$ cat config.mk
export PLATFORM = sky130hd
export DESIGN_NAME = cic_interpolator
export DESIGN_NICKNAME = d
export VERILOG_FILES = /design/src/rtl/cic_interpolator.sv
export SDC_FILE = /design/constraint.sdc
export NUM_CORES = 1
export LEC_CHECK = 0
export ABC_AREA = 1
export CORE_ASPECT_RATIO = 0.5
export CORE_MARGIN = 4
export CORE_UTILIZATION = 31
export CTS_CLUSTER_SIZE = 12
export DETAILED_ROUTE_END_ITERATION = 7
export SLEW_MARGIN = 25
export SYNTH_ARGS = -nofsm -noshare
export SYNTH_HDL_FRONTEND = slang
export SYNTH_SLANG_ARGS = --single-unit
$ cat constraint.sdc
create_clock -name clk -period 4.2 [get_ports clk]
set_clock_uncertainty 0.1 [all_clocks]
set_input_delay 0.84 -clock clk [delete_from_list [all_inputs] [get_ports clk]]
set_output_delay 0.84 -clock clk [all_outputs]
set_load 0.01 [all_outputs]
$ cat src/rtl/cic_interpolator.sv
// CIC interpolator: low-rate combs, slot handoff, zero-stuffed high-rate integrators, gain-normalised saturating output.
// Latency: sample reaches out_data STAGES+1 ena ticks after its phase-0 injection; out_valid one cycle after each ena.
// Backpressure: single-entry slot; in_ready low while a sample waits for the next phase-0 tick.
module cic_interpolator #(
    parameter int BITLEN = 16,
    parameter int OSR    = 1024,
    parameter int STAGES = 3
) (
    input  logic              clk,
    input  logic              rst,
    input  logic              ena,
    input  logic [BITLEN-1:0] in_data,
    input  logic              in_valid,
    output logic              in_ready,
    output logic [BITLEN-1:0] out_data,
    output logic              out_valid,
    output logic              underrun
);

    localparam int LOG2R = $clog2(OSR);
    localparam int ACC   = BITLEN + STAGES * LOG2R;
    localparam int SHIFT = (STAGES - 1) * LOG2R;

    typedef logic signed [ACC-1:0] acc_t;

    localparam acc_t             SAT_HI  = (acc_t'(1) <<< (BITLEN - 1)) - acc_t'(1);
    localparam acc_t             SAT_LO  = -(acc_t'(1) <<< (BITLEN - 1));
    localparam logic [BITLEN-1:0] OUT_MAX = {1'b0, {(BITLEN-1){1'b1}}};
    localparam logic [BITLEN-1:0] OUT_MIN = {1'b1, {(BITLEN-1){1'b0}}};

    acc_t              dly     [STAGES];
    acc_t              comb_in [STAGES];
    acc_t              integ   [STAGES];
    acc_t              comb_out;
    acc_t              x_ext;
    acc_t              slot;
    acc_t              inj;
    acc_t              shifted;
    logic              slot_full;
    logic [LOG2R-1:0]  phase;
    logic              transfer;
    logic              tick0;
    logic [BITLEN-1:0] sat_out;

    assign in_ready = !slot_full;
    assign transfer = in_valid && !slot_full;
    assign tick0    = ena && (phase == '0);
    assign x_ext    = {{(ACC-BITLEN){in_data[BITLEN-1]}}, in_data};
    assign inj      = (tick0 && slot_full) ? slot : '0;

    // Comb chain is combinational off the delay registers, so the slot sees this sample's result.
    always_comb begin
        comb_out = x_ext;
        for (int k = 0; k < STAGES; k++) begin
            comb_in[k] = comb_out;
            comb_out   = comb_out - dly[k];
        end
    end

    always_comb begin
        shifted = integ[STAGES-1] >>> SHIFT;
        sat_out = shifted[BITLEN-1:0];
        if (shifted > SAT_HI) begin
            sat_out = OUT_MAX;
        end else if (shifted < SAT_LO) begin
            sat_out = OUT_MIN;
        end
    end

    always_ff @(posedge clk or negedge rst) begin
        if (!rst) begin
            for (int k = 0; k < STAGES; k++) begin
                dly[k]   <= '0;
                integ[k] <= '0;
            end
            slot      <= '0;
            slot_full <= 1'b0;
            phase     <= '0;
            out_data  <= '0;
            out_valid <= 1'b0;
            underrun  <= 1'b0;
        end else begin
            if (transfer) begin
                for (int k = 0; k < STAGES; k++) begin
                    dly[k] <= comb_in[k];
                end
                slot <= comb_out;
            end

            // A transfer needs an empty slot and consumption needs a full one, so they never collide.
            if (transfer) begin
                slot_full <= 1'b1;
            end else if (tick0) begin
                slot_full <= 1'b0;
            end

            if (tick0 && !slot_full) begin
                underrun <= 1'b1;
            end

            out_valid <= ena;

            if (ena) begin
                phase    <= phase + LOG2R'(1);
                integ[0] <= integ[0] + inj;
                for (int k = 1; k < STAGES; k++) begin
                    integ[k] <= integ[k] + integ[k-1];
                end
                out_data <= sat_out;
            end
        end
    end

endmodule
==> metrics.md <==
| Metric | Value |
|---|---|
| Status | `finished with violations` |
| Failing checks | `setup timing` |
| Clock Latency Late Sink | `roughly 560 ps` |
| # Max-Cap Violations | `0` |
| Yosys reg bits | `264` |
| Commonest cells after routing, fill and taps aside | `nand2_1 (1455), inv_1 (658), nor2_1 (298), dfrtp_1 (264), nand3_1 (256)` |
| Reg2Reg Setup Slack | `-60 ps` |
| Netlist Area Pre-Place | `around 0.024 mm²` |
| Fmax achieved | `between 200 and 250 MHz` |
| I/O Buffers | `38` |
| Drt pass-1 iters | `5` |
| Worst vdd ir | `between 300 and 400 µV` |
| Clock transition at path regs | `60 ps` |
| Standard-cell rows | `a little over 70` |
| Worst path required time | `about 4600 ps` |
| Die area | `roughly 0.082 mm²` |
| First-pass GRT wire length | `118 mm` |
| Initial DRC Count | `roughly 1300` |
| Cells after Synth | `roughly 3900` |
| Vias | `around 24000` |
| Routed WL | `about 73 mm` |
| Final HPWL DP | `approximately 58 mm` |
| Initial antenna violation count | `0` |
| Worst Reg-to-Reg Cells | `26` |
| Crit. End Element | `flop` |
| Hold buffers post-CTS | `0` |
| CTS tree | `done` |
| Synth cell types | `46` |
| Post-place setup slack | `-1160 ps` |
| ANT cells | `0` |
| Critical path launch point type | `input port` |
| Die width | `between 400 and 500 µm` |
| Via-to-Cell Ratio | `between 4 and 5` |
| Fin crit share | `1.02` |
| Clk root buf | `clkbuf_16` |
| Synth Net Count | `4112` |
| Total of fill cells in the finished design | `around 8100` |
| Power per Cell Area | `about 430 mW/mm²` |
| Vias in the first global route | `roughly 23000` |
| Mean Syn Cell Area | `between 6 and 7 µm²` |
| Rel. slew slack | `0.499` |
| DIE HEIGHT | `205 µm` |
| Wire length per cell | `around 14 µm` |
| Area grow syn2layout | `21.3%` |
| CTS max path bufs | `3` |
| Arr. time, crit path | `approximately 4600 ps` |
| CTS H-tree depth | `2` |
| Actual slew at the worst max-slew pin | `~750 ps` |
| Clock sink total | `between 200 and 300` |
| Fin. Hold Viols | `0` |
| Gr usage total | `0.176` |
| Worst Slack Setup Final | `-70.6 ps` |
| DR DRC count | `0` |
| GPL Wtd Cong | `roughly 0.95` |
| # setup viols final | `26` |
| I/O pin count | `39` |
| Most common cell after layout, fill and taps aside | `nand2_1` |
| Seq/Total Area, Yosys | `0.276` |
| Slew Limit Fails | `0` |
| Inserted Clock Buffers | `34` |
| RSZ-0062 raised after global routing | `yes` |
| Largest net degree at the start of global routing | `92` |
| Post-route antenna net violation count | `0` |
| Total core area | `0.0759 mm²` |
| Initial core utilization | `0.316` |
| Hold Path Class | `input port to async pin` |
| Share of layout cells above drive strength 1 | `0.119` |
| Crit path kind | `input port to flop` |
| Total grt overflow | `0` |
| Tot Pwr | `about 13 mW` |
| Synth Warn # | `0` |
| Net count, final | `around 4300` |
| Crit Path Max Fanout | `7` |
| Minimum clock period | `about 4300 ps` |
| Lkg Pwr | `about 16 nW` |
kinds of logic after synthesis:
group / after synthesis / share of synthesized area
simple gates: 2207 / 0.379
xor+xnor: 92 / 0.0336
buf+inv: 769 / 0.122
fa+ha+maj: 194 / 0.103
flops: 264 / 0.276
compound gates: 372 / 0.0873
synthesized netlist by cell type (all sizes together):
master  count  area (µm²)
nand2    1491        5620
o21ai     176         952
clkinv      7        26.3
o21bai     29         221
inv       703        2640
nor3b       1        7.51
dfrtp     264        6610
nand3b     23         173
o31ai       1        7.51
fa          6         120
a31oi       2        12.5
o22ai       3        18.8
xor2       35         307
o21a        1        7.51
nor2      330        1310
xnor2      57         499
a21boi      1        7.51
nor3       16        85.1
nand3     264        1350
and2       21         131
nand4      25         156
nor4       14         103
buf        25         126
a21o       11        82.6
or2        22         138
a21oi     145         759
ha        188        2350
a211oi      3        22.5
clkbuf     34         128
worst max-delay path, cell delays in order:
cell	delay (ps)
dlygate4sd2_1	280
ha_4	270
a21oi_2	160
nand2_2	90
a21oi_4	270
o21ai_4	100
nand2_2	70
nand3_1	100
and2_4	190
ha_4	260
nand4_1	130
nor3_2	240
nand4_1	160
nand3_1	100
nand2_1	60
and2_4	140
ha_4	240
buf_12	130
buf_6	120
nand2_1	60
nand2_1	80
a21oi_4	190
nand2_4	110
buf_12	160
o21ai_1	80
metal layers:
| layer | up-vias | track usage | share of wire |
|---|---|---|---|
| met2 | 375 | 0.286 | 0.43 |
| met1 | 10688 | 0.244 | 0.50 |
| met5 | - | 0 | 0 |
| met3 | 132 | 0.0200 | 0.038 |
| met4 | 0 | 0.0583 | 0.031 |
| li1 | 12364 | - | - |
worst paths after layout:
check,startpoint,endpoint
hold reg to reg,underrun,underrun
setup / recovery,in_data[3],slot[21]
max in group asynchronous,rst,integ[22]
setup reg to reg,dly[92],slot[21]
min in group clk,ena,out_valid
hold / removal,rst,integ[32]
state kept, by name, indices dropped and copies added, names as in the netlist:
register and flops:
out_valid 1, dly 51, integ 138, slot 46, out_data 16, phase 10
underrun 1, slot_full 1
per-stage QoR:
| stage | util | cell area, µm² | hold slack [ps] | std cells | TNS [ps] |
|---|---|---|---|---|---|
| after floorplan | - | 24200 | 348 | 3898 | -4510 |
| after global placement | 0.352 | 26700 | 340 | 5035 | -41240 |
| after detailed placement | 0.352 | 26700 | 354 | 5035 | -43260 |
| after CTS | 0.375 | 28500 | 208 | 5110 | -1540 |
| after global routing | 0.383 | 29100 | 247 | 5119 | -10440 |
| final | 0.383 | 29100 | 208 | 5119 | -801 |
power by group:
| part | switching, mW | internal [mW] | leakage (nW) |
|---|---|---|---|
| registers | 0.274 | 2.94 | 3.35 |
| logic | 3.39 | 3.00 | 12.1 |
| clock network | 1.25 | 1.75 | 0.557 |
area by class of cell:
type / instances / area, µm² / share of cell area
multi-input combinational: 2865 / 15700 / 0.539
timing repair buffer: 197 / 1720 / 0.0591
inverter: 710 / 2690 / 0.0924
tap: 1022 / 1280 / 0.0440
sequential: 264 / 6610 / 0.227
clock buffer: 44 / 960 / 0.0330
clock inverter: 17 / 153 / 0.00525
what timing repair did:
action | CTS | global route
gates resized for setup | 110 | 100
setup buffers | 12 | 10
setup endpoints to repair | 39 | 38
cloned | 2 | 0
pin swaps | 63 | 48
hold endpoints to repair | 0 | 0
No activity file was read; power rests on OpenSTA's default activity.
